==> src/rtl/pipe_ctrl_pkg.sv <==
// pipe_ctrl_pkg: shared pipeline-control types and constants
package pipe_ctrl_pkg;
  typedef enum logic {ST_RUN = 1'b0, ST_WAIT = 1'b1} state_e;
  localparam logic [4:0] REG_X0 = 5'd0;
  localparam logic [1:0] No_Fw  = 2'b00;
  localparam logic [1:0] WB_Fw  = 2'b01;
  localparam logic [1:0] MEM_Fw = 2'b10;
  // control vector order: {PC_WEN, IF_ID_WEN, ID_EX_WEN, EX_MA_WEN, IF_ID_Flush, ID_EX_Flush, MA_WB_Bubble}
  localparam logic [6:0] CTRL_RUN      = 7'b1111000;
  localparam logic [6:0] CTRL_MEM_WAIT = 7'b0000001;
  localparam logic [6:0] CTRL_REDIRECT = 7'b1111110;
  localparam logic [6:0] CTRL_LOAD_USE = 7'b0011010;
endpackage

==> src/rtl/sat_counter.sv <==
// sat_counter: up-counter that holds at MAX, with sync clear and async reset
module sat_counter #(
  parameter int W = 8,
  parameter logic [W-1:0] MAX = '1
) (
  input  logic         clk,
  input  logic         rst_n,
  input  logic         clr,
  input  logic         inc,
  output logic [W-1:0] cnt
);
  logic [W-1:0] cnt_q, cnt_d;
  // next count: clear wins, otherwise step until saturated
  always_comb cnt_d = clr ? '0 : (inc && cnt_q != MAX) ? cnt_q + 1'b1 : cnt_q;
  // count register
  always_ff @(posedge clk or negedge rst_n)
    if (!rst_n) cnt_q <= '0;
    else cnt_q <= cnt_d;
  assign cnt = cnt_q;
endmodule

==> src/rtl/pipeline_hazard_ctrl.sv <==
// pipeline_hazard_ctrl: stall/flush sequencer for load-use, redirect and memory wait
module pipeline_hazard_ctrl
  import pipe_ctrl_pkg::*;
#(
  parameter int MEM_TIMEOUT = 64,
  parameter int CNT_W       = 16
) (
  input  logic             clk,
  input  logic             rst_n,
  input  logic             MemRead_EX,
  input  logic [4:0]       Rd_EX,
  input  logic [4:0]       Rs1_ID,
  input  logic [4:0]       Rs2_ID,
  input  logic             Rs1_Used_ID,
  input  logic             Rs2_Used_ID,
  input  logic             Branch_Taken_EX,
  input  logic             DMem_Req_MA,
  input  logic             DMem_Ready,
  output logic             PC_WEN,
  output logic             IF_ID_WEN,
  output logic             ID_EX_WEN,
  output logic             EX_MA_WEN,
  output logic             IF_ID_Flush,
  output logic             ID_EX_Flush,
  output logic             MA_WB_Bubble,
  output logic             Mem_Timeout,
  output logic [CNT_W-1:0] Stall_Cycles
);
  localparam int WAIT_W = $clog2(MEM_TIMEOUT + 1);
  localparam logic [WAIT_W-1:0] WAIT_MAX = WAIT_W'(MEM_TIMEOUT);
  state_e state_q, state_d;
  logic mem_timeout_q, mem_timeout_d;
  logic mem_wait, load_use, redirect;
  logic [6:0] ctrl;
  logic [WAIT_W-1:0] wait_cnt;
  // hazard detection
  always_comb begin
    mem_wait = DMem_Req_MA && !DMem_Ready;
    load_use = MemRead_EX && Rd_EX != REG_X0 &&
               ((Rs1_Used_ID && Rs1_ID == Rd_EX) || (Rs2_Used_ID && Rs2_ID == Rd_EX));
    redirect = Branch_Taken_EX;
  end
  // state and sticky timeout registers
  always_ff @(posedge clk or negedge rst_n)
    if (!rst_n) begin
      state_q       <= ST_RUN;
      mem_timeout_q <= 1'b0;
    end else begin
      state_q       <= state_d;
      mem_timeout_q <= mem_timeout_d;
    end
  // next state: enter WAIT on a memory stall, leave when memory is ready
  always_comb begin
    state_d = state_q == ST_RUN ? (mem_wait ? ST_WAIT : ST_RUN) : (DMem_Ready ? ST_RUN : ST_WAIT);
    mem_timeout_d = mem_timeout_q || (state_q == ST_WAIT && wait_cnt == WAIT_MAX);
  end
  // pipeline controls, prioritised memory wait > redirect > load-use
  always_comb
    ctrl = !rst_n ? CTRL_RUN : mem_wait ? CTRL_MEM_WAIT : redirect ? CTRL_REDIRECT :
           load_use ? CTRL_LOAD_USE : CTRL_RUN;
  assign {PC_WEN, IF_ID_WEN, ID_EX_WEN, EX_MA_WEN, IF_ID_Flush, ID_EX_Flush, MA_WB_Bubble} = ctrl;
  assign Mem_Timeout = mem_timeout_q;
  sat_counter #(.W(WAIT_W), .MAX(WAIT_MAX)) u_wait_cnt (
    .clk   (clk),
    .rst_n (rst_n),
    .clr   (state_q == ST_WAIT && DMem_Ready),
    .inc   (state_q == ST_RUN ? mem_wait : !DMem_Ready),
    .cnt   (wait_cnt)
  );
  sat_counter #(.W(CNT_W)) u_stall_cnt (
    .clk   (clk),
    .rst_n (rst_n),
    .clr   (1'b0),
    .inc   (!PC_WEN),
    .cnt   (Stall_Cycles)
  );
endmodule
==> config.mk <==
export PLATFORM = sky130hd
export DESIGN_NAME = pipeline_hazard_ctrl
export DESIGN_NICKNAME = d
export VERILOG_FILES = /design/src/rtl/pipe_ctrl_pkg.sv /design/src/rtl/sat_counter.sv /design/src/rtl/pipeline_hazard_ctrl.sv
export SDC_FILE = /design/constraint.sdc
export NUM_CORES = 1
export LEC_CHECK = 0
export CORE_ASPECT_RATIO = 1.4
export CORE_MARGIN = 3
export CORE_UTILIZATION = 45
export CTS_BUF_LIST = sky130_fd_sc_hd__clkbuf_8
export DETAILED_ROUTE_END_ITERATION = 10
export GPL_TIMING_DRIVEN = 0
export HOLD_SLACK_MARGIN = 0.1
export PLACE_DENSITY = 0.79
export SETUP_SLACK_MARGIN = 0.02
export SYNTH_ARGS = -nofsm -noshare
export SYNTH_HDL_FRONTEND = slang
export SYNTH_SLANG_ARGS = --single-unit
==> constraint.sdc <==
create_clock -name clk -period 2.5 [get_ports clk]
set_input_delay 0.5 -clock clk [delete_from_list [all_inputs] [get_ports clk]]
set_output_delay 0.5 -clock clk [all_outputs]
set_load 0.02 [all_outputs]
Word level (Yosys, flattened, before mapping)
Index checks and enable logic that the tools add are counted. W data, S select, Z words.

Register bits after elaboration: 25. Output and inout bits: 24. Input port bits: 23. Logic and storage cells: 36.

Muxes and demuxes: 10. Add/sub/neg operators: 2. Equal/unequal tests: 5. Reductions and logical operators: 15.

Operators by type and width (number): $mux W7 (6); $add A16 B1 Y16 const B (1); $ne A16 B16 Y1 const B (1); $eq A5 B5 Y1 (2); $logic_and A1 B1 Y1 (9); $add A7 B1 Y7 const B (1); $eq A7 B7 Y1 const B (1); $ne A7 B7 Y1 const B (1); $reduce_bool A5 Y1 (1); $mux W1 (4); $logic_not A1 Y1 (2); $logic_or A1 B1 Y1 (2); $reduce_bool A2 Y1 (1).

Depth between registers and ports, before layout
Gate-level depths: netlist of run 1.

Word-level depth: 10. Gate-level depth with buffers: 7. Depth with buffers taken out: 7.

Hierarchy
From an unflattened synthesis of run 1, not the netlist that was laid out.

Cells, all modules: 180. Area total of the unflattened synthesis: 1680.4 µm².

Modules (own cells, without submodules): sat_counter (u_stall_cnt) (seq. area each 400.4 µm², instances 1, cells an instance 98, area each 942.2 µm²); sat_counter (u_wait_cnt) (seq. area each 175.2 µm², instances 1, cells an instance 45, area each 432.9 µm²); pipeline_hazard_ctrl (seq. area each 50.0 µm², instances 1, cells an instance 37, area each 305.3 µm²).

Worst setup path after synthesis of run 1
Ideal clock, no wire load.

Path kind: input-to-output. Start point: input DMem_Req_MA. End point: output ID_EX_WEN. Arrival time: 1.856 ns. Path buffers: 1. Stages: 4. Path slack: 0.144 ns. Required time: 2.000 ns. Cells stage by stage: inv_1 > nor3b_1 > inv_1 > buf_4.

Word-level cells in the longest chain between the ends: 3.

RTL lines: start, declared (RTL line pipeline_hazard_ctrl.sv:17) `input logic DMem_Req_MA,`; $logic_and A1 B1 Y1 (RTL line pipeline_hazard_ctrl.sv:38) `mem_wait = DMem_Req_MA && !DMem_Ready;`; $mux W7 (2 in a row) (RTL line pipeline_hazard_ctrl.sv:59) `ctrl = !rst_n ? CTRL_RUN : mem_wait ? CTRL_MEM_WAIT : redirect ? CTRL_REDIRECT :`; end, declared (RTL line pipeline_hazard_ctrl.sv:21) `output logic ID_EX_WEN,`.

Every way passes these cells.

Worst setup path after layout of run 1
Start point: input Rd_EX[1]. End point: output PC_WEN.

Word-level cells in the longest chain between the ends: 8. Elaborated cells on any way between the ends: 12. Those cells by class: eq/ne (2); mux (4); reduce/logical (6).

RTL lines: start, declared (RTL line pipeline_hazard_ctrl.sv:11) `input logic [4:0] Rd_EX,`; $eq A5 B5 Y1 (RTL line pipeline_hazard_ctrl.sv:40) `((Rs1_Used_ID && Rs1_ID == Rd_EX) || (Rs2_Used_ID && Rs2_ID == Rd_EX));`; $logic_and A1 B1 Y1 (RTL line pipeline_hazard_ctrl.sv:40); $logic_or A1 B1 Y1 (RTL line pipeline_hazard_ctrl.sv:40); $logic_and A1 B1 Y1 (*) (RTL line pipeline_hazard_ctrl.sv:39) `load_use = MemRead_EX && Rd_EX != REG_X0 &&`; $mux W7 (*) (RTL line pipeline_hazard_ctrl.sv:60) `load_use ? CTRL_LOAD_USE : CTRL_RUN;`; $mux W7 (*) (3 in a row) (RTL line pipeline_hazard_ctrl.sv:59); end, declared (RTL line pipeline_hazard_ctrl.sv:19) `output logic PC_WEN,`.

Every way passes the cells marked *; elsewhere a longest branch is shown, timed or not.

==> results of run 1 <==
## worst paths after layout
path | startpoint | end | slack, ns
hold reg to reg | Mem_Timeout | Mem_Timeout | 0.47
setup reg to reg | u_stall_cnt.cnt[0] | u_stall_cnt.cnt[1] | 0.44
setup / recovery | Rd_EX[1] | PC_WEN | 0.03
hold / removal | rst_n | u_stall_cnt.cnt[6] | 0.13
min in group clk | Mem_Timeout | Mem_Timeout | 0.47
max in group asynchronous | rst_n | u_stall_cnt.cnt[7] | 2.10
## cell families after synthesis
| group | synth area share |
|---|---|
| multiplexers | 0.0411 |
| XOR/XNOR | 0.171 |
| flip-flops | 0.437 |
| AND/OR/NAND/NOR | 0.232 |
| adder cells (fa/ha/maj) | 0.0262 |
| AO/OA/AOI/OAI | 0.0551 |
| buffers and inverters | 0.0367 |
## through the flow
stage	power [W]	cells	setup slack, ns	cell area [sq um]	setup TNS [ns]
2_1_floorplan	0.000768	140	0.144	1430	0
3_3_place_gp	0.000948	223	-1.43	1940	-19.63
3_5_place_dp	0.000972	223	-1.53	1940	-22.24
4_1_cts	0.00121	233	-0.0767	2020	-0.0767
5_1_grt	0.00127	234	-0.000245	2040	-0.000245
6_report	0.00120	234	0.0297	2040	0
## worst reg2reg max path: stages, from the launching register on
cell and delay [ns]:
dfrtp_1 0.45, ha_1 0.21, nand3_1 0.21, or4_4 0.53, nor2_8 0.20, nor2_2 0.08, mux2_4 0.29
## routing by layer
metal | up-vias | track usage | share of wire | wire length, microns
li1 | 595 | - | - | -
met1 | 581 | 0.205 | 0.36 | 1290
met2 | 52 | 0.363 | 0.52 | 1830
met3 | 8 | 0.0429 | 0.098 | 347
met4 | 0 | 0.0767 | 0.019 | 68
met5 | - | 0 | 0 | 0
## power groups by stage
stage | combinational, W | clock, W | sequential [W]
after floorplan | 0.000158 | 0 | 0.000610
after global placement | 0.000383 | 0 | 0.000565
after detailed placement | 0.000397 | 0 | 0.000575
after CTS | 0.000403 | 0.000237 | 0.000568
after global routing | 0.000436 | 0.000257 | 0.000579
final | 0.000395 | 0.000233 | 0.000568
## registers in the layout (all words and copies together), names as in the netlist
name             count
Mem_Timeout          1
state_q              1
u_stall_cnt.cnt     16
u_wait_cnt.cnt       7
## timing repair
item	in CTS	in global routing
gates resized for setup	34	19
setup buffers	6	1
pin swaps	5	17
hold buffers	0	0
setup endpoints to repair	23	8
## cell type report
type,count,area share
inverters,6,0.0110
repair buffers,53,0.250
flip-flops and latches,25,0.306
plain buffers,4,0.0147
well taps,37,0.0226
clock inverters,1,0.00184
clock buffers,3,0.0202
multi-input cells,105,0.374
## Yosys cell counts (2+ instances only)
master,count,share of area
nand4_1,4,0.017
and3_1,2,0.0087
nor4_1,5,0.022
ha_1,3,0.026
nand3_1,5,0.017
dfrtp_1,25,0.44
nor3b_1,2,0.010
xor2_1,13,0.080
buf_4,2,0.010
o21ai_0,2,0.0070
nor2_1,14,0.037
and4_1,3,0.018
nor3_1,7,0.024
xnor2_1,15,0.092
mux2_2,2,0.016
nand2_1,12,0.031
inv_1,6,0.016
==> impl_results.md, run 1 <==
* Status: finished, final reports clean
* Bufs on Longest Clock Path at 2
* Commonest non-fill, non-tap cells in the layout: dfrtp_1, clkdlybuf4s50_1, xnor2_1, nor2_1, xor2_1
* Pint at 0.000793 W
* Final setup fails at 0
* Min-Delay Path Class: in2async
* Pwr/cell area at 585 mW/mm^2
* WS Path Type: in2out
* Post-Syn Area at 0.00143 sq mm
* Unrepaired setup endpoints after global routing: yes
* Final design utilization at 0.690
* Vias in the first global route at 1310
* Post-DRT Antenna Nets at 0
* GR Overflow Total at 0
* Global-route wire length before repair at 5700 microns
* # H-tree levels at 1
* Most common cell after layout, fill and taps aside: dfrtp_1
* Normalized max-slew margin at 0.508
* Most common flop cell mapped by yosys: dfrtp_1
* Footprint of the multi-input gates at 764 sq um
* Critical-path top delay cell: or4_1
* YS warnings at 0
* Routed via count at 1236
* Fmax at 405 MHz
* Clock Pin Slew Worst Setup and Hold Paths at 0.08 ns
* Synth unique cells at 35
* DP HPWL at 2630 microns
* Gate power share at 0.330
* Mapped Cells at 140
* DR WL/cell at 15.1 microns
* Tcrit/Tclk final at 0.988
* Crit-path max cell delay at 0.52 ns
* Vias/cell at 5.28
* Largest net degree at the start of global routing at 29
* Max Cap Viol at 0
* Clock latency at the later pin of the worst-skew pair at 0.27 ns
* Pins Over Slew Limit at 0
* Crit path launch type: primary input
* Psw at 0.000404 W
* Async SR Flop Fraction at 1.00
* Sequential Power Share at 0.475
* Fillers at 230
* Rows at 23
* Max Fanout on Critical Path at 3
* Worst EP required at 2.00 ns
* Most frequent CP cell: buf_6
* Reg area at 626 sq um
* Clock Sinks at 25
* Port bufs at 46
* Sequential fraction of the synthesis area at 0.437
* Worst R2R Path Depth at 6
* Share of cells above drive strength 1 at 0.157
* Post-synth EDFFs at 0
* Core area at 0.00296 sq mm
* DR pass1 iterations at 4
* All-Layer GR Usage at 0.196
* Die Y at 72.7 microns
* Die width at 53.6 microns
* Initial antenna violation count at 0
* Root Driver: clkbuf_8
* VDD IR-drop max at 0.000579 V
* Crit path DAT at 1.97 ns
* Final WL at 3540 microns
* Starting Density at 0.482
* Avg Cell Area, Syn at 10.2 sq um
* Mapped Nets at 166
* Cell family with most CP delay: simple AND/OR/NAND/NOR gates
* Final Hold Viols at 0
* Leakage power at 1.03 nW
* Crit end category: output port
* IO Count at 47
* CTS tree: built
* Worst slew pin tran at 0.728 ns
* Instance count on the critical path at 7
* Initial DRC Count at 19
* Area grow syn2layout at 43.0%
* Routability cong. at 0.789
* Minimum clock period at 2.47 ns
* Sequence of cells on the critical path: clkbuf_2, or4_1, o21a_2, a41oi_4, buf_6, buf_4, buf_6
* Hold_ws at 0.133 ns
* Full die area at 0.00390 sq mm
* CTS Buf Count at 3
* N_diodes at 0
* Final net count at 224
* Number of remaining DRC errors at 0
* Clock network power share at 0.195
* CP Buf/Inv Count at 4
* Clk_skew at 0.00306 ns
* Flops & latches, synth at 25
* Switching share of power at 0.337
No activity file was read; power rests on OpenSTA's default activity.
==> run 2, diff against run 1 <==
- CTS_CLUSTER_DIAMETER: default -> 30
- clock period: 2.5 -> 3.1 ns (I/O delays scaled with it)
==> impl_results.md, run 2 (synthesized netlist as in run 1, its figures left out) <==
* Status: finished, final reports clean
* DR WL/cell at 15.0 microns (-0.91%)
* Reg2reg start: u_stall_cnt.cnt[0]
* Rows at 23 (unchanged)
* Critical-path top delay cell: clkdlybuf4s50_1
* Worst slew pin tran at 0.719 ns (-0.00906 ns)
* Final setup fails at 0 (unchanged)
* Met3 Resource Use GR at 0.0429 (unchanged)
* Design area at 0.00202 sq mm (-1.3%)
* Crit path DAT at 2.36 ns (+0.39 ns)
* DP Area at 0.00194 sq mm (unchanged)
* Met2 Use GR at 0.368 (+0.00546)
* Final Hold Viols at 0 (unchanged)
* N_diodes at 0 (unchanged)
* GR Overflow Total at 0 (unchanged)
* Min-Delay Path Class: in2async
* # H-tree levels at 1 (unchanged)
* Port bufs at 46 (unchanged)
* Crit path launch type: primary input
* Global-route wire length before repair at 5610 microns (-1.6%)
* Die width at 53.6 microns (unchanged)
* Initial antenna violation count at 0 (unchanged)
* Share of cells above drive strength 1 at 0.119 (-0.0388)
* VDD IR-drop max at 0.000469 V (-19%)
* Reg2Reg Capture Point: u_stall_cnt.cnt[1]
* Routed via count at 1206 (-2.4%)
* Clock Pin Slew Worst Setup and Hold Paths at 0.08 ns (about the same)
* Worst R2R Path Depth at 6 (unchanged)
* Final net count at 221 (-1.3%)
* Number of remaining DRC errors at 0 (unchanged)
* Pins Over Slew Limit at 0 (unchanged)
* DR pass1 iterations at 4 (unchanged)
* Tcrit/Tclk final at 0.963
* Routability cong. at 0.789 (unchanged)
* Clock latency at the later pin of the worst-skew pair at 0.26 ns (about the same)
* Most common cell after layout, fill and taps aside: clkdlybuf4s50_1
* Area grow syn2layout at 41.0%
* Hold_ws at 0.289 ns (+0.156 ns)
* CTS Buf Count at 3 (unchanged)
* Die Y at 72.7 microns (unchanged)
* Vias in the first global route at 1278 (-2.4%)
* Max Cap Viol at 0 (unchanged)
* IO Count at 47 (unchanged)
* Pwr/cell area at 478 mW/mm^2 (-18%)
* # hold bufs at CTS at 0 (unchanged)
* Grt met1 use at 0.199 (-0.00608)
* Minimum clock period at 2.98 ns
* Worst reg2reg setup slack at 1.02 ns (+0.58 ns)
* Max Fanout on Critical Path at 6 (+3)
* Final design utilization at 0.680 (-0.00929)
* Leakage power at 0.908 nW (-12%)
* Fmax at 335 MHz
* Sequence of cells on the critical path: clkdlybuf4s50_1, xnor2_1, nand4_1, o22ai_2, a41oi_4, buf_6, buf_4, clkdlybuf4s15_2
* Bufs on Longest Clock Path at 2 (unchanged)
* Clock Sinks at 25 (unchanged)
* Vias/cell at 5.22 (-1.2%)
* Crit path to: PC_WEN
* Full die area at 0.00390 sq mm (unchanged)
* CTS tree: built
* Worst EP required at 2.48 ns (+0.48 ns)
* WS Path Type: in2out
* Final WL at 3460 microns (-2.2%)
* Clk_skew at 0.00306 ns (+0.00000641 ns)
* DP HPWL at 2630 microns (unchanged)
* All-Layer GR Usage at 0.194 (-0.00192)
* Root Driver: clkbuf_8
* Commonest non-fill, non-tap cells in the layout: clkdlybuf4s50_1, dfrtp_1, xnor2_1, nor2_1, xor2_1
* Post-DRT Antenna Nets at 0 (unchanged)
* Initial DRC Count at 25 (+6)
* Max reg flops at 16 (unchanged)
* Largest net degree at the start of global routing at 29 (unchanged)
* Unrepaired setup endpoints after global routing: yes
* CP startpoint: Rd_EX[0]
* Crit-path max cell delay at 0.54 ns (+0.02 ns)
* Core area at 0.00296 sq mm (unchanged)
* Starting Density at 0.482 (unchanged)
* Normalized max-slew margin at 0.514 (+0.00611)
* GRT busiest layer: met2
* Crit end category: output port
-- run 2: cell types whose count changed in the layout (fill, tap and decap cells not counted), sizes merged --
| cell | delta |
|---|---|
| clkdlybuf4s15 | +3 |
| clkdlybuf4s50 | +15 |
| dlymetal6s2s | -11 |
| clkbuf | -1 |
| buf | -9 |
-- run 2: area by class of cell --
type,instances,area (sq um)
flip-flops and latches,25,626
clock inverters,1,3.75
plain buffers,4,30.0
inverters,6,22.5
repair buffers,50,490
clock buffers,3,41.3
fillers,236,947
well taps,37,46.3
multi-input cells,105,757
-- run 2: worst min path at each step --
stage / endpoint / cells past startpoint / from
5_1_grt: u_stall_cnt.cnt[6] / 1 / rst_n
3_3_place_gp: Mem_Timeout / 1 / Mem_Timeout
4_1_cts: u_stall_cnt.cnt[6] / 1 / rst_n
3_5_place_dp: Mem_Timeout / 1 / Mem_Timeout
2_1_floorplan: Mem_Timeout / 0 / rst_n
6_report: u_stall_cnt.cnt[6] / 1 / rst_n
-- run 2: per-stage QoR --
step	setup TNS [ns]	total power (W)	std cells	setup slack, ns
after global placement	-9.43	0.000765	223	-1.07
final	0	0.000965	231	0.116
after CTS	0	0.000974	231	0.0321
after global routing	0	0.00103	231	0.0190
after detailed placement	-12.04	0.000784	223	-1.17
after floorplan	0	0.000620	140	0.504
-- run 2: where the power goes --
part	internal, W	switching [W]	total (W)
clock network	0.0000885	0.0000978	0.000186
logic	0.000170	0.000150	0.000320
registers	0.000383	0.0000754	0.000459
total	0.000642	0.000323	0.000965
-- run 2: metal layers --
| metal | vias to the layer above | part of all wire |
|---|---|---|
| met5 | - | 0 |
| met4 | 0 | 0.013 |
| met3 | 6 | 0.084 |
| met2 | 47 | 0.53 |
| met1 | 563 | 0.37 |
| li1 | 590 | - |
-- run 2: worst max-delay path: cells and delay by family --
family          cells  cell delay [ns]
compound gates      2             0.38
xor+xnor            1             0.14
buf+inv             4             1.07
simple gates        1             0.15
-- run 2: what timing repair did --
action                     CTS  global route
pin swaps                    1             0
setup buffers                4             0
setup endpoints to repair   21             2
resized for setup           18             2
